### src/rtl/uart_mmio_ctrl_pkg.sv
// Shared register map, FSM encoding and STATUS layout for the UART MMIO front end.
package uart_mmio_ctrl_pkg;

    localparam logic [1:0] ADDR_DATA   = 2'd0;
    localparam logic [1:0] ADDR_STATUS = 2'd1;
    localparam logic [1:0] ADDR_CTRL   = 2'd2;
    localparam logic [1:0] ADDR_RSVD   = 2'd3;

    localparam int STAT_ERR = 2;
    localparam int STAT_TXF = 1;
    localparam int STAT_RXE = 0;

    typedef enum logic [1:0] {
        ST_IDLE    = 2'd0,
        ST_RD_WAIT = 2'd1,
        ST_WR_WAIT = 2'd2,
        ST_DONE    = 2'd3
    } state_e;

    function automatic logic [7:0] status_byte(input logic err, input logic txf, input logic rxe);
        logic [7:0] s;
        s           = '0;
        s[STAT_ERR] = err;
        s[STAT_TXF] = txf;
        s[STAT_RXE] = rxe;
        return s;
    endfunction

endpackage

### src/rtl/uart_mmio_ctrl_timeout_counter.sv
// Saturating wait counter; term_o flags the last permitted wait cycle (never when TIMEOUT_CYC=0).
module uart_mmio_ctrl_timeout_counter #(
    parameter int TIMEOUT_CYC = 50000000,
    parameter int CNT_W       = 26
) (
    input  logic clk,
    input  logic rst,
    input  logic clr_i,
    input  logic en_i,
    output logic term_o
);

    localparam logic [CNT_W-1:0] TERM = CNT_W'((TIMEOUT_CYC > 0) ? TIMEOUT_CYC - 1 : 0);

    logic [CNT_W-1:0] cnt_q;

    always_ff @(posedge clk or negedge rst) begin
        if (!rst) begin
            cnt_q <= '0;
        end else if (clr_i) begin
            cnt_q <= '0;
        end else if (en_i && (cnt_q != '1)) begin
            cnt_q <= cnt_q + CNT_W'(1);
        end
    end

    assign term_o = (TIMEOUT_CYC != 0) && (cnt_q == TERM);

endmodule

### src/rtl/uart_mmio_ctrl.sv
// CPU-facing MMIO decoder for the UART: turns level-held requests into single
// rd_uart/wr_uart strobes, with bounded blocking on the FIFO flags.
module uart_mmio_ctrl
    import uart_mmio_ctrl_pkg::*;
#(
    parameter int TIMEOUT_CYC = 50000000,
    parameter int CNT_W       = 26
) (
    input  logic       clk,
    input  logic       rst,
    input  logic       cpu_req,
    input  logic       cpu_we,
    input  logic [1:0] cpu_addr,
    input  logic [7:0] cpu_wdata,
    output logic [7:0] cpu_rdata,
    output logic       cpu_ack,
    output logic       rd_uart,
    output logic       wr_uart,
    output logic [7:0] w_data,
    input  logic [7:0] r_data,
    input  logic       tx_full,
    input  logic       rx_empty
);

    state_e state_q;
    logic   err_q;
    logic   tmo_term;

    uart_mmio_ctrl_timeout_counter #(
        .TIMEOUT_CYC (TIMEOUT_CYC),
        .CNT_W       (CNT_W)
    ) u_tmo (
        .clk    (clk),
        .rst    (rst),
        .clr_i  (state_q == ST_IDLE),
        .en_i   ((state_q == ST_RD_WAIT) || (state_q == ST_WR_WAIT)),
        .term_o (tmo_term)
    );

    always_ff @(posedge clk or negedge rst) begin
        if (!rst) begin
            state_q   <= ST_IDLE;
            err_q     <= 1'b0;
            cpu_rdata <= '0;
            cpu_ack   <= 1'b0;
            rd_uart   <= 1'b0;
            wr_uart   <= 1'b0;
            w_data    <= '0;
        end else begin
            cpu_ack <= 1'b0;
            rd_uart <= 1'b0;
            wr_uart <= 1'b0;
            case (state_q)
                ST_IDLE: begin
                    if (cpu_req) begin
                        state_q <= ST_DONE;
                        cpu_ack <= 1'b1;
                        case (cpu_addr)
                            ADDR_DATA: begin
                                if (!cpu_we) begin
                                    if (!rx_empty) begin
                                        cpu_rdata <= r_data;
                                        rd_uart   <= 1'b1;
                                    end else begin
                                        cpu_ack <= 1'b0;
                                        state_q <= ST_RD_WAIT;
                                    end
                                end else begin
                                    if (!tx_full) begin
                                        w_data  <= cpu_wdata;
                                        wr_uart <= 1'b1;
                                    end else begin
                                        cpu_ack <= 1'b0;
                                        state_q <= ST_WR_WAIT;
                                    end
                                end
                            end
                            ADDR_STATUS: begin
                                if (!cpu_we) cpu_rdata <= status_byte(err_q, tx_full, rx_empty);
                            end
                            ADDR_CTRL: begin
                                if (!cpu_we)          cpu_rdata <= '0;
                                else if (cpu_wdata[0]) err_q    <= 1'b0;
                            end
                            default: begin
                                if (!cpu_we) cpu_rdata <= '0;
                            end
                        endcase
                    end
                end
                // A dropped request abandons the wait silently; data beats a coincident timeout.
                ST_RD_WAIT: begin
                    if (!cpu_req) begin
                        state_q <= ST_IDLE;
                    end else if (!rx_empty) begin
                        cpu_rdata <= r_data;
                        rd_uart   <= 1'b1;
                        cpu_ack   <= 1'b1;
                        state_q   <= ST_DONE;
                    end else if (tmo_term) begin
                        cpu_rdata <= '0;
                        cpu_ack   <= 1'b1;
                        err_q     <= 1'b1;
                        state_q   <= ST_DONE;
                    end
                end
                ST_WR_WAIT: begin
                    if (!cpu_req) begin
                        state_q <= ST_IDLE;
                    end else if (!tx_full) begin
                        w_data  <= cpu_wdata;
                        wr_uart <= 1'b1;
                        cpu_ack <= 1'b1;
                        state_q <= ST_DONE;
                    end else if (tmo_term) begin
                        cpu_ack <= 1'b1;
                        err_q   <= 1'b1;
                        state_q <= ST_DONE;
                    end
                end
                default: begin
                    if (!cpu_req) state_q <= ST_IDLE;
                end
            endcase
        end
    end

endmodule

### config.mk
export PLATFORM = sky130hd
export DESIGN_NAME = uart_mmio_ctrl
export DESIGN_NICKNAME = d
export VERILOG_FILES = /design/src/rtl/uart_mmio_ctrl_pkg.sv /design/src/rtl/uart_mmio_ctrl_timeout_counter.sv /design/src/rtl/uart_mmio_ctrl.sv
export SDC_FILE = /design/constraint.sdc
export NUM_CORES = 1
export LEC_CHECK = 0
export ABC_AREA = 1
export BUFFER_PORTS_ARGS = -buffer_cell sky130_fd_sc_hd__buf_2
export CAP_MARGIN = 20
export CORE_MARGIN = 5
export CORE_UTILIZATION = 60
export DETAILED_ROUTE_END_ITERATION = 8
export GPL_ROUTABILITY_DRIVEN = 0
export GPL_TIMING_DRIVEN = 0
export PLACE_DENSITY = 0.84
export SYNTH_ARGS = -nofsm -noshare
export SYNTH_HDL_FRONTEND = slang
export SYNTH_HIERARCHICAL = 1
export SYNTH_SLANG_ARGS = --single-unit
### constraint.sdc
create_clock -name clk -period 3.7 [get_ports clk]
set_input_delay 0.555 -clock clk [delete_from_list [all_inputs] [get_ports clk]]
set_output_delay 0.555 -clock clk [all_outputs]
set_load 0.005 [all_outputs]
==> impl_metrics.toml <==
[global_routing]
overflow = 0
antenna_found_initial = 0
grt_max_degree = 49
grt_pass1_vias = 3049
grt_usage_pct = 22.6
grt_pass1_wl_um = 13500

[floorplan]
dieArea_mm2 = 0.00707
initial_utilization_pct = 60.9
io_pins = 43
die_h_um = 84.1
num_rows = 27
die-width_um = 84.1
design.core.area_mm2 = 0.00541

[logic_synthesis]
synthTopCellsByArea = "dfrtp_1 (36%), nand2_1 (20%), nand3_1 (8.2%), nor2_1 (6.6%), inv_1 (4.6%)"
synth_top_cell_by_area = "dfrtp_1"
yosys.area_share.simple_pct = 45.8
muxShareOfSynthArea_pct = 0
synth_compound_area_share_pct = 6.16
syn_area_mm2 = 0.00329
ys_seq_elements = 48
ys.warnings.count = 6
synth_area_per_cell_um2 = 6.82
synth_top_family_by_area = "simple AND/OR/NAND/NOR gates"
synth_cell_types = 31
ys_seq_area_share_pct = 36.5
postSynthCellCount = 483
synth_xor_area_share_pct = 1.60
synthAdderAreaFrac_pct = 2.66
synth.top_cell.area_share_pct = 36.5
synth_nets = 514

[sta]
final-hold-violation-count = 0
fin_worst_skew_ns = 0.00659
slew_viol_final = 0
worst_slew_pin_slew_ns = 1.05
max_slew_margin_pct = 29.4
period_needed_ns = 2.61
setup_tns_ns = 0
rsz0062_at_grt = "no"
period_share_pct = 70.5
finalSetupViolations = 0
clock.fmax_mhz = 383

[final_layout]
multi_input_area_mm2 = 0.00185
fin_area_mm2 = 0.00369
seqCellArea_mm2 = 0.00120
fin_cells = 605
fin_nets = 564
syn_to_final_growth_pct = 12.1
mostFrequentLayoutCells = "nand2_1 (176), nor2_1 (58), nand3_1 (54)"
final_common_cell = "nand2_1"
nFillCells = 481
drive_gt1_share_pct = 17.1
insertedDiodeCount = 0

[detailed_routing]
drcViolationCount = 0
drt_pass1_iterations = 5
viasPerCell = 5.46
antenna_left = 0
drt-initial-drc-count = 259
vias = 3303
wl_per_cell_um = 13.1
drt_wl_total_um = 7930

[place]
placed_area_mm2 = 0.00359
portBuffers = 42
place_inst = 597
place_hpwl_um = 5830

[setup_path]
crit_family = "simple AND/OR/NAND/NOR gates"
required_ns = 3.90
endpoint_kind = "register"
worstPathMaxFanout = 8
path_cells = "ha_1 > nand2_1 > nor2_4 > nand2_1 > inv_1 > nand2_1 > nor4_1 > nor2_4 > nor2_1 > nand3_2 > nand2_1 > nand2_1"
slowest_stage = "nor4_1"
cp-start-kind = "register"
critPathArrivalTime_ns = 2.81
crit_path_max_incr_delay_ns = 0.80
r2r_slack_ns = 1.09
cp_num_buf_inv = 1
critical_path_class = "reg2reg"
cpMostUsedCell = "nand2_1"

[clock_tree]
cts_repair_resize_count = 0
clkTransAtPathRegs_ns = 0.09
clock_latency_ns = 0.30
cts_setup_buffers = 0
cts_tree = "yes"
htree_num_levels = 2
clock_sinks = 48
cts-root-buf = "clkbuf_8"
clock_path_buffers = 2
holdBufCountCts = 0
cts_made_buffers = 5

[flow_run]
drv_cap = 0

[power_and_ir_drop]
p_leak_nw = 1.98
max-vdd-ir-drop_mv = 0.395
power.density_mw_per_mm2 = 580

[outcome]
status = "finished, final reports clean"

[hold_path]
min_path_type = "in2async"
## layout make-up
| type | instances | area share [%] |
|---|---|---|
| Multi-Input combinational cell | 379 | 50.2 |
| Timing Repair Buffer | 43 | 6.24 |
| Clock inverter | 1 | 0.136 |
| Buffer | 11 | 1.93 |
| Clock buffer | 6 | 1.97 |
| Inverter | 45 | 4.58 |
| Tap cell | 72 | 2.44 |
| Sequential cell | 48 | 32.6 |
## cells in the mapped netlist
cell type  count
nor2_2         5
nor2_4         4
o21bai_1       1
dfrtp_1       48
o21ai_0        9
inv_2          5
and2_1         3
xor2_1         6
ha_1           7
nand3b_1       3
a21oi_4        2
nand2_1      176
nor4_1         2
buf_2          3
or2_1          1
o21ai_1        4
nand2_2        7
o21ai_2        6
nand3_1       54
buf_4          3
a21oi_1        9
inv_1         40
nor2_1        58
nand3_4        1
nand4_1       12
nand3_2        1
buf_6          2
nand2_4        1
nor3_1         5
clkbuf_1       3
nor2_8         2
## per-layer routing
layer,track usage (%),up-vias,wire length [um],part of all wire (%)
li1,-,1628,-,-
met1,28.9,1541,3370,42
met2,39.2,119,3920,49
met3,3.26,15,514,6.5
met4,7.02,0,127,1.6
met5,0,-,0,0
## worst register-to-register path, stage by stage, from the launching register on
cell	delay (ns)
dfrtp_1	0.38
ha_1	0.21
nand2_1	0.10
nor2_4	0.16
nand2_1	0.13
inv_1	0.07
nand2_1	0.06
nor4_1	0.80
nor2_4	0.09
nor2_1	0.15
nand3_2	0.19
nand2_1	0.12
nand2_1	0.05
## report_power, final
| group | leakage [nW] | switching, mW | internal, mW |
|---|---|---|---|
| clock network | 0.0410 | 0.170 | 0.129 |
| logic | 1.29 | 0.791 | 0.370 |
| registers | 0.647 | 0.0573 | 0.623 |
| total | 1.98 | 1.02 | 1.12 |
## path summary, 6_finish.rpt
kind,to,cells past startpoint,from
setup / recovery,cpu_rdata[2]$_DFFE_PN0P_,12,u_tmo/cnt_q[1]$_DFFE_PN0P_
hold / removal,u_tmo/cnt_q[1]$_DFFE_PN0P_,1,rst
setup reg to reg,cpu_rdata[2]$_DFFE_PN0P_,12,u_tmo/cnt_q[1]$_DFFE_PN0P_
hold reg to reg,cpu_rdata[7]$_DFFE_PN0P_,2,cpu_rdata[7]$_DFFE_PN0P_
max in group asynchronous,w_data[5]$_DFFE_PN0P_,2,rst
min in group clk,cpu_rdata[7]$_DFFE_PN0P_,2,cpu_rdata[7]$_DFFE_PN0P_
## cells by family after synthesis
group,count (synthesis)
AOI/OAI and AO/OA,31
xor gates and xnor gates,6
adders and majority gates,7
buffers and inverters,56
DFF,48
and+or+nand+nor,335
## metrics by stage
stage               total power [mW]  setup WS [ns]  hold WS, ns  utilization, %
floorplan                       1.49           1.65        0.259               -
global placement                1.80           1.22        0.450            66.5
detailed placement              1.84           1.15        0.453            66.5
CTS                             2.15           1.14        0.462            67.9
global route                    2.31          0.918        0.176            68.3
finish                          2.14           1.09        0.160            68.3
## flip-flops by register name, indices dropped and copies added, names as in the netlist
register     count
cpu_ack          1
cpu_rdata        8
err_q            1
rd_uart          1
state_q          2
u_tmo/cnt_q     26
w_data           8
wr_uart          1
(Power assumes the default switching activity.)
